**src/rtl/clint_pkg.sv**
```systemverilog
// clint_pkg: shared states, CSR addresses, instruction encodings and mstatus helpers for clint_arb
package clint_pkg;
  typedef enum logic [2:0] {IDLE, W_MEPC, W_MCAUSE, W_MSTATUS, W_MSTATUS_MRET, ASSERT} state_t;
  localparam logic [11:0] CSR_MSTATUS = 12'h300;
  localparam logic [11:0] CSR_MEPC = 12'h341;
  localparam logic [11:0] CSR_MCAUSE = 12'h342;
  localparam logic [31:0] INST_ECALL = 32'h0000_0073;
  localparam logic [31:0] INST_EBREAK = 32'h0010_0073;
  localparam logic [31:0] INST_MRET = 32'h3020_0073;
  localparam logic [31:0] CAUSE_EBREAK = 32'd3;
  localparam logic [31:0] CAUSE_ECALL = 32'd11;
  localparam int MIE_BIT = 3;
  localparam int MPIE_BIT = 7;
  // trap entry: stash MIE into MPIE and disable interrupts
  function automatic logic [31:0] trap_mstatus(input logic [31:0] s);
    logic [31:0] r;
    r = s;
    r[MPIE_BIT] = s[MIE_BIT];
    r[MIE_BIT] = 1'b0;
    return r;
  endfunction
  // trap return: restore MIE from MPIE and set MPIE
  function automatic logic [31:0] mret_mstatus(input logic [31:0] s);
    logic [31:0] r;
    r = s;
    r[MIE_BIT] = s[MPIE_BIT];
    r[MPIE_BIT] = 1'b1;
    return r;
  endfunction
endpackage

```
**src/rtl/clint_arb_irq_prio_enc.sv**
```systemverilog
// irq_prio_enc: lowest-index-wins priority encoder over the active interrupt lines
module irq_prio_enc
  import clint_pkg::*;
#(
  parameter int NUM_IRQ = 8,
  localparam int IW = NUM_IRQ > 1 ? $clog2(NUM_IRQ) : 1
) (
  input  logic [NUM_IRQ-1:0] req,
  output logic               valid,
  output logic [IW-1:0]      idx,
  output logic [NUM_IRQ-1:0] onehot
);
  assign valid = |req;
  assign onehot = req & (~req + NUM_IRQ'(1));
  // scan downwards so the lowest active line is the last one written
  always_comb begin
    idx = '0;
    for (int i = NUM_IRQ - 1; i >= 0; i--) idx = req[i] ? IW'(i) : idx;
  end
endmodule

```
**src/rtl/clint_arb.sv**
```systemverilog
// clint_arb: trap/interrupt arbiter sequencing mepc/mcause/mstatus writes then a PC redirect (option: CLINT_VECTORED_EN)
module clint_arb
  import clint_pkg::*;
#(
  parameter int NUM_IRQ = 8,
  parameter int IRQ_CAUSE_BASE = 16
) (
  input  logic               clk,
  input  logic               rst,
  input  logic [NUM_IRQ-1:0] irq_i,
  input  logic [NUM_IRQ-1:0] irq_en_i,
  input  logic               global_int_en_i,
  input  logic [31:0]        inst_i,
  input  logic [31:0]        inst_addr_i,
  input  logic               jump_flag_i,
  input  logic [31:0]        jump_addr_i,
  input  logic               hold_flag_i,
  input  logic [31:0]        csr_mtvec_i,
  input  logic [31:0]        csr_mepc_i,
  input  logic [31:0]        csr_mstatus_i,
  output logic               hold_flag_o,
  output logic               csr_we_o,
  output logic [11:0]        csr_waddr_o,
  output logic [31:0]        csr_wdata_o,
  output logic               int_assert_o,
  output logic [31:0]        int_addr_o,
  output logic [NUM_IRQ-1:0] irq_ack_o
);
  localparam int IW = NUM_IRQ > 1 ? $clog2(NUM_IRQ) : 1;
  state_t state, state_d;
  logic irq_valid, is_ecall, is_ebreak, is_mret, irq_take, accept, req_async;
  logic [IW-1:0] irq_idx;
  logic [NUM_IRQ-1:0] irq_onehot, onehot_q, ack_d;
  logic [31:0] req_pc, req_cause, pc_q, cause_q, base, vec_addr, wdata_d, addr_d;
  logic [11:0] waddr_d;
  logic async_q, mret_q, we_d, assert_d, unused_mtvec_mode;
  irq_prio_enc #(.NUM_IRQ(NUM_IRQ)) u_enc (
    .req(irq_i & irq_en_i),
    .valid(irq_valid),
    .idx(irq_idx),
    .onehot(irq_onehot)
  );
  assign is_ecall = inst_i == INST_ECALL;
  assign is_ebreak = inst_i == INST_EBREAK;
  assign is_mret = inst_i == INST_MRET;
  assign irq_take = irq_valid && global_int_en_i && !hold_flag_i;
  assign accept = state == IDLE && (is_ecall || is_ebreak || is_mret || irq_take);
  assign req_async = !(is_ecall || is_ebreak || is_mret);
  assign req_pc = req_async && jump_flag_i ? jump_addr_i : inst_addr_i;
  assign req_cause = is_ecall ? CAUSE_ECALL : is_ebreak ? CAUSE_EBREAK : is_mret ? '0 :
                     32'h8000_0000 | (32'(IRQ_CAUSE_BASE) + 32'(irq_idx));
  assign hold_flag_o = state != IDLE || accept;
  assign base = {csr_mtvec_i[31:2], 2'b00};
  assign unused_mtvec_mode = ^csr_mtvec_i[1:0];
`ifdef CLINT_VECTORED_EN
  assign vec_addr = async_q && csr_mtvec_i[1:0] == 2'b01 ? base + {cause_q[29:0], 2'b00} : base;
`else
  assign vec_addr = base;
`endif
  // next state and the output values that state will present, so outputs come straight from flops
  always_comb begin
    state_d = state == IDLE ? (!accept ? IDLE : is_mret ? W_MSTATUS_MRET : W_MEPC) :
              state == W_MEPC ? W_MCAUSE :
              state == W_MCAUSE ? W_MSTATUS :
              state == W_MSTATUS || state == W_MSTATUS_MRET ? ASSERT : IDLE;
    we_d = state_d == W_MEPC || state_d == W_MCAUSE || state_d == W_MSTATUS || state_d == W_MSTATUS_MRET;
    waddr_d = state_d == W_MEPC ? CSR_MEPC : state_d == W_MCAUSE ? CSR_MCAUSE : we_d ? CSR_MSTATUS : '0;
    wdata_d = state_d == W_MEPC ? req_pc :
              state_d == W_MCAUSE ? cause_q :
              state_d == W_MSTATUS ? trap_mstatus(csr_mstatus_i) :
              state_d == W_MSTATUS_MRET ? mret_mstatus(csr_mstatus_i) : '0;
    assert_d = state_d == ASSERT;
    addr_d = !assert_d ? '0 : mret_q ? csr_mepc_i : vec_addr;
    ack_d = assert_d && async_q ? onehot_q : '0;
  end
  // state, captured request and registered outputs
  always_ff @(posedge clk) begin
    if (rst) begin
      state <= IDLE;
      pc_q <= '0;
      cause_q <= '0;
      async_q <= 1'b0;
      mret_q <= 1'b0;
      onehot_q <= '0;
      csr_we_o <= 1'b0;
      csr_waddr_o <= '0;
      csr_wdata_o <= '0;
      int_assert_o <= 1'b0;
      int_addr_o <= '0;
      irq_ack_o <= '0;
    end else begin
      state <= state_d;
      csr_we_o <= we_d;
      csr_waddr_o <= waddr_d;
      csr_wdata_o <= wdata_d;
      int_assert_o <= assert_d;
      int_addr_o <= addr_d;
      irq_ack_o <= ack_d;
      if (accept) begin
        pc_q <= req_pc;
        cause_q <= req_cause;
        async_q <= req_async;
        mret_q <= is_mret;
        onehot_q <= req_async ? irq_onehot : '0;
      end
    end
  end
endmodule

```
**config.mk**
```make
export PLATFORM = sky130hd
export DESIGN_NAME = clint_arb
export DESIGN_NICKNAME = d
export VERILOG_FILES = /design/src/rtl/clint_pkg.sv /design/src/rtl/clint_arb_irq_prio_enc.sv /design/src/rtl/clint_arb.sv
export SDC_FILE = /design/constraint.sdc
export NUM_CORES = 1
export LEC_CHECK = 0
export ABC_AREA = 0
export CAP_MARGIN = 20
export CORE_AREA = 2 2 118 120
export CTS_CLUSTER_SIZE = 12
export DETAILED_ROUTE_END_ITERATION = 6
export DIE_AREA = 0 0 120 122
export HOLD_SLACK_MARGIN = 0.02
export PLACE_DENSITY = 0.68
export SLEW_MARGIN = 20
export SYNTH_ARGS = -nofsm -noshare
export SYNTH_HDL_FRONTEND = slang
export SYNTH_SLANG_ARGS = --single-unit
```
**constraint.sdc**
```tcl
create_clock -name clk -period 2.85 [get_ports clk]
set_clock_uncertainty 0.1 [all_clocks]
set_input_delay 0.285 -clock clk [delete_from_list [all_inputs] [get_ports clk]]
set_output_delay 0.285 -clock clk [all_outputs]
set_load 0.005 [all_outputs]
```
Yosys cells after proc, flatten, opt, wreduce, memory -nomap -nowiden
Cells that the tools add are included.
{"block": "op_classes", "addsub": 2, "n_mul": 0, "div": 0, "order_cmp": 0, "n_eq_ne": 12, "shifts": 0, "mux": 27, "bitwise_logic": 6, "reduce_logical": 23}
{"cell": "$mux W32", "count": 9}
{"cell": "$mux W3", "count": 14}
{"cell": "$eq A32 B21 Y1 const B", "count": 1}
{"cell": "$eq A32 B30 Y1 const B", "count": 1}
{"cell": "$eq A32 B7 Y1 const B", "count": 1}
{"cell": "$mux W10", "count": 3}
{"cell": "$and A8 B8 Y8", "count": 2}
{"cell": "$eq A3 B2 Y1 const B", "count": 4}
{"cell": "$eq A3 B3 Y1 const B", "count": 3}
{"cell": "$add A8 B1 Y8 const B", "count": 1}
{"cell": "$logic_or A1 B1 Y1", "count": 8}
{"cell": "$mux W8", "count": 1}
{"cell": "$not A8 Y8", "count": 1}
{"cell": "$reduce_or A8 Y1", "count": 1}
{"cell": "$add A5 B3 Y6 const A", "count": 1}
{"cell": "$eq A3 B1 Y1 const B", "count": 2}
{"cell": "$reduce_or A2 Y1", "count": 3}
{"cell": "$reduce_or A3 Y1", "count": 2}
{"cell": "$logic_and A1 B1 Y1", "count": 5}
{"cell": "$logic_not A3 Y1", "count": 1}
{"cell": "$not A1 Y1", "count": 3}
{"cell": "$reduce_bool A3 Y1", "count": 1}
{"cell": "$logic_not A1 Y1", "count": 2}
{"block": "totals", "reg_bits": 131, "latch_bits": 0, "ram_bits": 0, "rom_bits": 0, "input_bits": 213, "output_inout_bits": 87, "elab_cells": 84, "memories": 0}

Depth between registers and ports, before layout
{"block": "logic_depth", "depth_word": 15, "depth_mapped": 8, "ltp_nobuf": 6}

Modules after synthesis
A second synthesis with hierarchy kept.
{"block": "hier_totals", "hier_cells": 411, "hier_area_um2": 4456.8}
{"module": "clint_arb", "instances": 1, "cells_each": 388, "area_per_inst_um2": 4317.9, "seq_area_each_um2": 1921.8}
{"module": "irq_prio_enc", "instances": 1, "cells_each": 23, "area_per_inst_um2": 138.9, "seq_area_each_um2": 0.0}

Worst setup path before layout
OpenSTA, ideal clock, no wires.
{"block": "synth_path", "path_kind": "input -> register", "start": "input inst_i[27]", "end": "register csr_wdata_o[7]", "setup_time_ps": 77, "t_arrival_ps": 1875, "t_required_ps": 2673, "setup_slack_ps": 798, "cell_stages": 8, "n_path_buf": 2, "path_cell_list": "nor4_1 and3_1 a31oi_1 or3_1 or2_1 buf_6 buf_6 o22ai_2"}
{"block": "synth_via", "elab_chain_cells": 12, "elab_cells_between_ends": 21, "classes_between": "eq/ne (7); mux (8); reduce/logical (6)"}
{"element": "from (decl)", "line": "clint_arb.sv:13", "text": "input logic [31:0] inst_i,"}
{"element": "$eq A32 B7 Y1 / $eq A32 B21 Y1 (equally long branches)", "line": "clint_arb.sv:43, clint_arb.sv:44"}
{"element": "$logic_or A1 B1 Y1 (2 in a row)", "line": "clint_arb.sv:47, clint_arb.sv:48"}
{"element": "$logic_or A1 B1 Y1", "line": "clint_arb.sv:47", "text": "assign accept = state == IDLE && (is_ecall || is_ebreak || is_mret || irq_take);"}
{"element": "$logic_and A1 B1 Y1", "line": "clint_arb.sv:47"}
{"element": "$mux W3 (2 in a row)", "line": "clint_arb.sv:62", "text": "state_d = state == IDLE ? (!accept ? IDLE : is_mret ? W_MSTATUS_MRET : W_MEPC) :"}
{"element": "$eq A3 B3 Y1", "line": "clint_arb.sv:71", "text": "state_d == W_MSTATUS_MRET ? mret_mstatus(csr_mstatus_i) : '0;"}
{"element": "$mux W32", "line": "clint_arb.sv:71"}
{"element": "$mux W32", "line": "clint_arb.sv:70", "text": "state_d == W_MSTATUS ? trap_mstatus(csr_mstatus_i) :"}
{"element": "$mux W32", "line": "clint_arb.sv:69", "text": "state_d == W_MCAUSE ? cause_q :"}
{"element": "$mux W32 (*)", "line": "clint_arb.sv:68", "text": "wdata_d = state_d == W_MEPC ? req_pc :"}
{"element": "to (signal assigned)", "line": "clint_arb.sv:95", "text": "csr_wdata_o <= wdata_d;"}
{"element": "to (decl)", "line": "clint_arb.sv:24", "text": "output logic [31:0] csr_wdata_o,"}
Mark *: on every way between the ends. The rest lies on a longest branch, timed or not.
A chain may end at the register's enable or synchronous reset.

Worst setup path in the final report
{"block": "layout_path", "start": "input inst_i[17]", "end": "output hold_flag_o"}
{"block": "layout_via", "elab_chain_cells": 6, "elab_cells_between_ends": 8, "classes_between": "eq/ne (3); reduce/logical (5)"}
{"element": "$eq A32 B7 Y1 / $eq A32 B21 Y1 (equally long branches)", "line": "clint_arb.sv:43, clint_arb.sv:44"}
{"element": "$logic_or A1 B1 Y1", "line": "clint_arb.sv:47"}
{"element": "$logic_or A1 B1 Y1 (*) (2 in a row)", "line": "clint_arb.sv:47"}
{"element": "$logic_and A1 B1 Y1 (*)", "line": "clint_arb.sv:47"}
{"element": "$logic_or A1 B1 Y1 (*)", "line": "clint_arb.sv:52", "text": "assign hold_flag_o = state != IDLE || accept;"}
{"element": "to (decl)", "line": "clint_arb.sv:21", "text": "output logic hold_flag_o,"}
Marks and branches as above.

==> flow_metrics.env <==
export IMPL_avgSynthCellArea_um2=9.805
export IMPL_gp_congestion=0.8482
export IMPL_clkTransAtPathRegs_ps=70
export IMPL_ys_warn_count=0
export IMPL_worstHoldStart="onehot_q[1]"
export IMPL_final_max_slew_viol_count=0
export IMPL_hpwlAfterDp_um=11470
export IMPL_die_area_um2=14640
export IMPL_post_drt_wl_per_cell_um=16.13
export IMPL_grt_pass1_wl_um=20820
export IMPL_r2r_slack_ps=780
export IMPL_grt_antenna_before_repair=0
export IMPL_die_x_um=120
export IMPL_crit_arrival_ps=2320
export IMPL_slowest_delay_ps=540
export IMPL_cts_root_buf="clkbuf_16"
export IMPL_htreeDepth=3
export IMPL_cap_violations=0
export IMPL_crit_path_start="inst_i[17]"
export IMPL_critPathBufInv=3
export IMPL_wirelength_um=14110
export IMPL_cts_tree="built"
export IMPL_synth_edff_count=0
export IMPL_hold_violations=0
export IMPL_grt_usage_pct=18.64
export IMPL_cts_sinks=96
export IMPL_crit_family="buffers and inverters"
export IMPL_post_cts_resize_count=0
export IMPL_period_minus_slack_ps=2710
export IMPL_min_period_over_period_pct=95.07
export IMPL_crit_top_cell="clkdlybuf4s50_1"
export IMPL_outcome="completed"
export IMPL_portBuffers=290
export IMPL_ant_nets=0
export IMPL_ys_async_sr_fraction_pct=0
export IMPL_top_level_ports=300
export IMPL_ys_ff_latch=96
export IMPL_crit_path_end_kind="primary output"
export IMPL_rows=43
export IMPL_whs_ps=354.7
export IMPL_path_cells="clkdlybuf4s50_1, nor4_2, and3_1, a31oi_1, buf_4, nand2_1, clkdlybuf4s50_1"
export IMPL_die_y_um=122
export IMPL_yosysUniqueCellTypes=45
export IMPL_drc=0
export IMPL_hold_buffers=0
export IMPL_worst_setup_path_start_kind="input pin"
export IMPL_syn_inst=404
export IMPL_slew_limit_headroom_pct=37.09
export IMPL_cpMaxStageDelayCell="clkdlybuf4s50_1"
export IMPL_viasPerCell=4.597
export IMPL_drtIter0Drc=97
export IMPL_cp_data_required_time_ps=2470
export IMPL_finish_net_count=903
export IMPL_vias=4022
export IMPL_yosysSeqAreaShare_pct=48.52
export IMPL_drive_gt1_share_pct=8.633
export IMPL_grt_pass1_vias=4181
export IMPL_cp_max_fo=3
export IMPL_syn_to_final_growth_pct=86.23
export IMPL_floorplan_initialDensity_pct=29.33
export IMPL_p_leak_uw=0.002804
export IMPL_setup_viol=0
export IMPL_num_antenna_cells=0
export IMPL_rsz0062_at_grt="false"
export IMPL_critPathKind="input pin to primary output"
export IMPL_post_cts_buffers=0
export IMPL_powerDensity_nw_per_um2=457.4
export IMPL_tns_ps=0
export IMPL_max_freq_ghz=0.3691
export IMPL_worst_pin_slew_ps=943.6
export IMPL_synth_area_um2=3961
export IMPL_peakVddDrop_v=0.0002264
export IMPL_r2r_start="state[1]"
export IMPL_grt_overflow=0
export IMPL_grt_max_degree=34
export IMPL_cts_buffers=9
export IMPL_hold_path_class="register to register"
export IMPL_ys_flop_type="dfxtp_1"
export IMPL_clockBufferDepth=2
export IMPL_first_pass_iters=4
export IMPL_clock_latency_ps=340
export IMPL_core_area_um2=13500
-- synthesized netlist by cell type (3+ instances only) --
cell	instances	area, um2
o21ai_0	8	40.04
buf_2	4	20.02
nand2_1	47	176.4
or3_1	5	31.28
o21ai_1	4	20.02
dfxtp_1	96	1922
a21oi_1	12	60.06
buf_1	3	11.26
nand4_1	3	18.77
a22oi_1	8	60.06
buf_6	4	45.04
nand3b_1	5	37.54
o21ai_2	20	175.2
buf_4	8	60.06
nor2_1	35	131.4
inv_1	3	11.26
clkbuf_1	15	56.30
a31oi_1	3	18.77
o21a_1	3	22.52
nor4b_2	3	45.04
and3_1	14	87.58
mux2i_1	62	620.6
nand3_1	7	35.03
nor3_1	4	20.02
-- flip-flops by register name (all words and copies together) (netlist names) --
name,cells
mret_q,1
csr_we_o,1
async_q,1
int_assert_o,1
int_addr_o,32
csr_waddr_o,4
cause_q,5
onehot_q,8
csr_wdata_o,32
state,3
irq_ack_o,8
-- worst paths after layout --
| kind | end | cells after the start |
|---|---|---|
| worst min register to register | onehot_q[1] | 2 |
| worst min-delay path | onehot_q[1] | 2 |
| worst max register to register | csr_wdata_o[5] | 5 |
| worst max-delay path | hold_flag_o | 7 |
-- per-stage QoR --
stage | cell area, um2 | setup WS, ps | total power [uW] | std cells | util (%)
floorplan | 3984 | 798.5 | 1683 | 410 | -
global placement | 7058 | -56.66 | 2143 | 859 | 52.27
detailed placement | 7058 | -59.74 | 2156 | 859 | 52.27
CTS | 7371 | 54.38 | 3423 | 875 | 54.58
global route | 7377 | 98.38 | 3538 | 875 | 54.63
finish | 7377 | 140.4 | 3374 | 875 | 54.63
-- final cells by class --
cell class | count | area (um2)
fillers | 1205 | 6127
flip-flops and latches | 96 | 1923
inverters | 3 | 11.26
repair buffers | 303 | 3038
clock inverters | 7 | 87.58
well taps | 180 | 225.2
clock buffers | 9 | 225.2
multi-input cells | 277 | 1867
-- power by group --
part	total, uW	internal, uW	switching, uW
sequential	1440	1410	33.3
combinational	683	452	230
clock	1250	697	554
-- cell usage in the layout, fill, tap and decap left out, types with 3 or more instances in the layout --
master and instances:
clkdlybuf4s50_1 290, dfxtp_1 95, mux2i_1 62, nand2_1 46
nor2_1 35, o21ai_2 20, and3_1 14, a21oi_1 12
buf_4 10, clkbuf_16 9, a22oi_1 8, o21ai_0 8
nand3_1 7, conb_1 7, or3_1 5, nand3b_1 5
nor3_1 4, o21ai_1 4, nor4b_2 3, a31oi_1 3
nand4_1 3, inv_1 3, o21a_1 3, inv_6 3
buf_12 3
-- kinds of logic (layout without fill, tap and decap cells) --
group           after synthesis  after routing  synth area share [%]
compound gates               72             72                 13.05
xor+xnor                      1              1                0.2211
buf+inv                      37            322                 5.148
mux                          62             62                 15.67
simple gates                135            135                 17.31
other cells                   1              7               0.09467
flops                        96             96                 48.52
-- worst register-to-register path: cells and delay by family (launching register included) --
family | cells | cell delay [ps]
buffers and inverters | 1 | 220
flip-flops | 1 | 400
AND/OR/NAND/NOR | 3 | 1110
AO/OA/AOI/OAI | 1 | 180
-- metal layers --
layer  share of wire, %  vias up  track usage, %
met4                1.9        0           7.132
met5                  0        -               0
met3                 10       20           6.788
li1                   -     1994               -
met1                 35     1814           18.10
met2                 53      194           35.76
No activity file was read; power rests on OpenSTA's default activity.
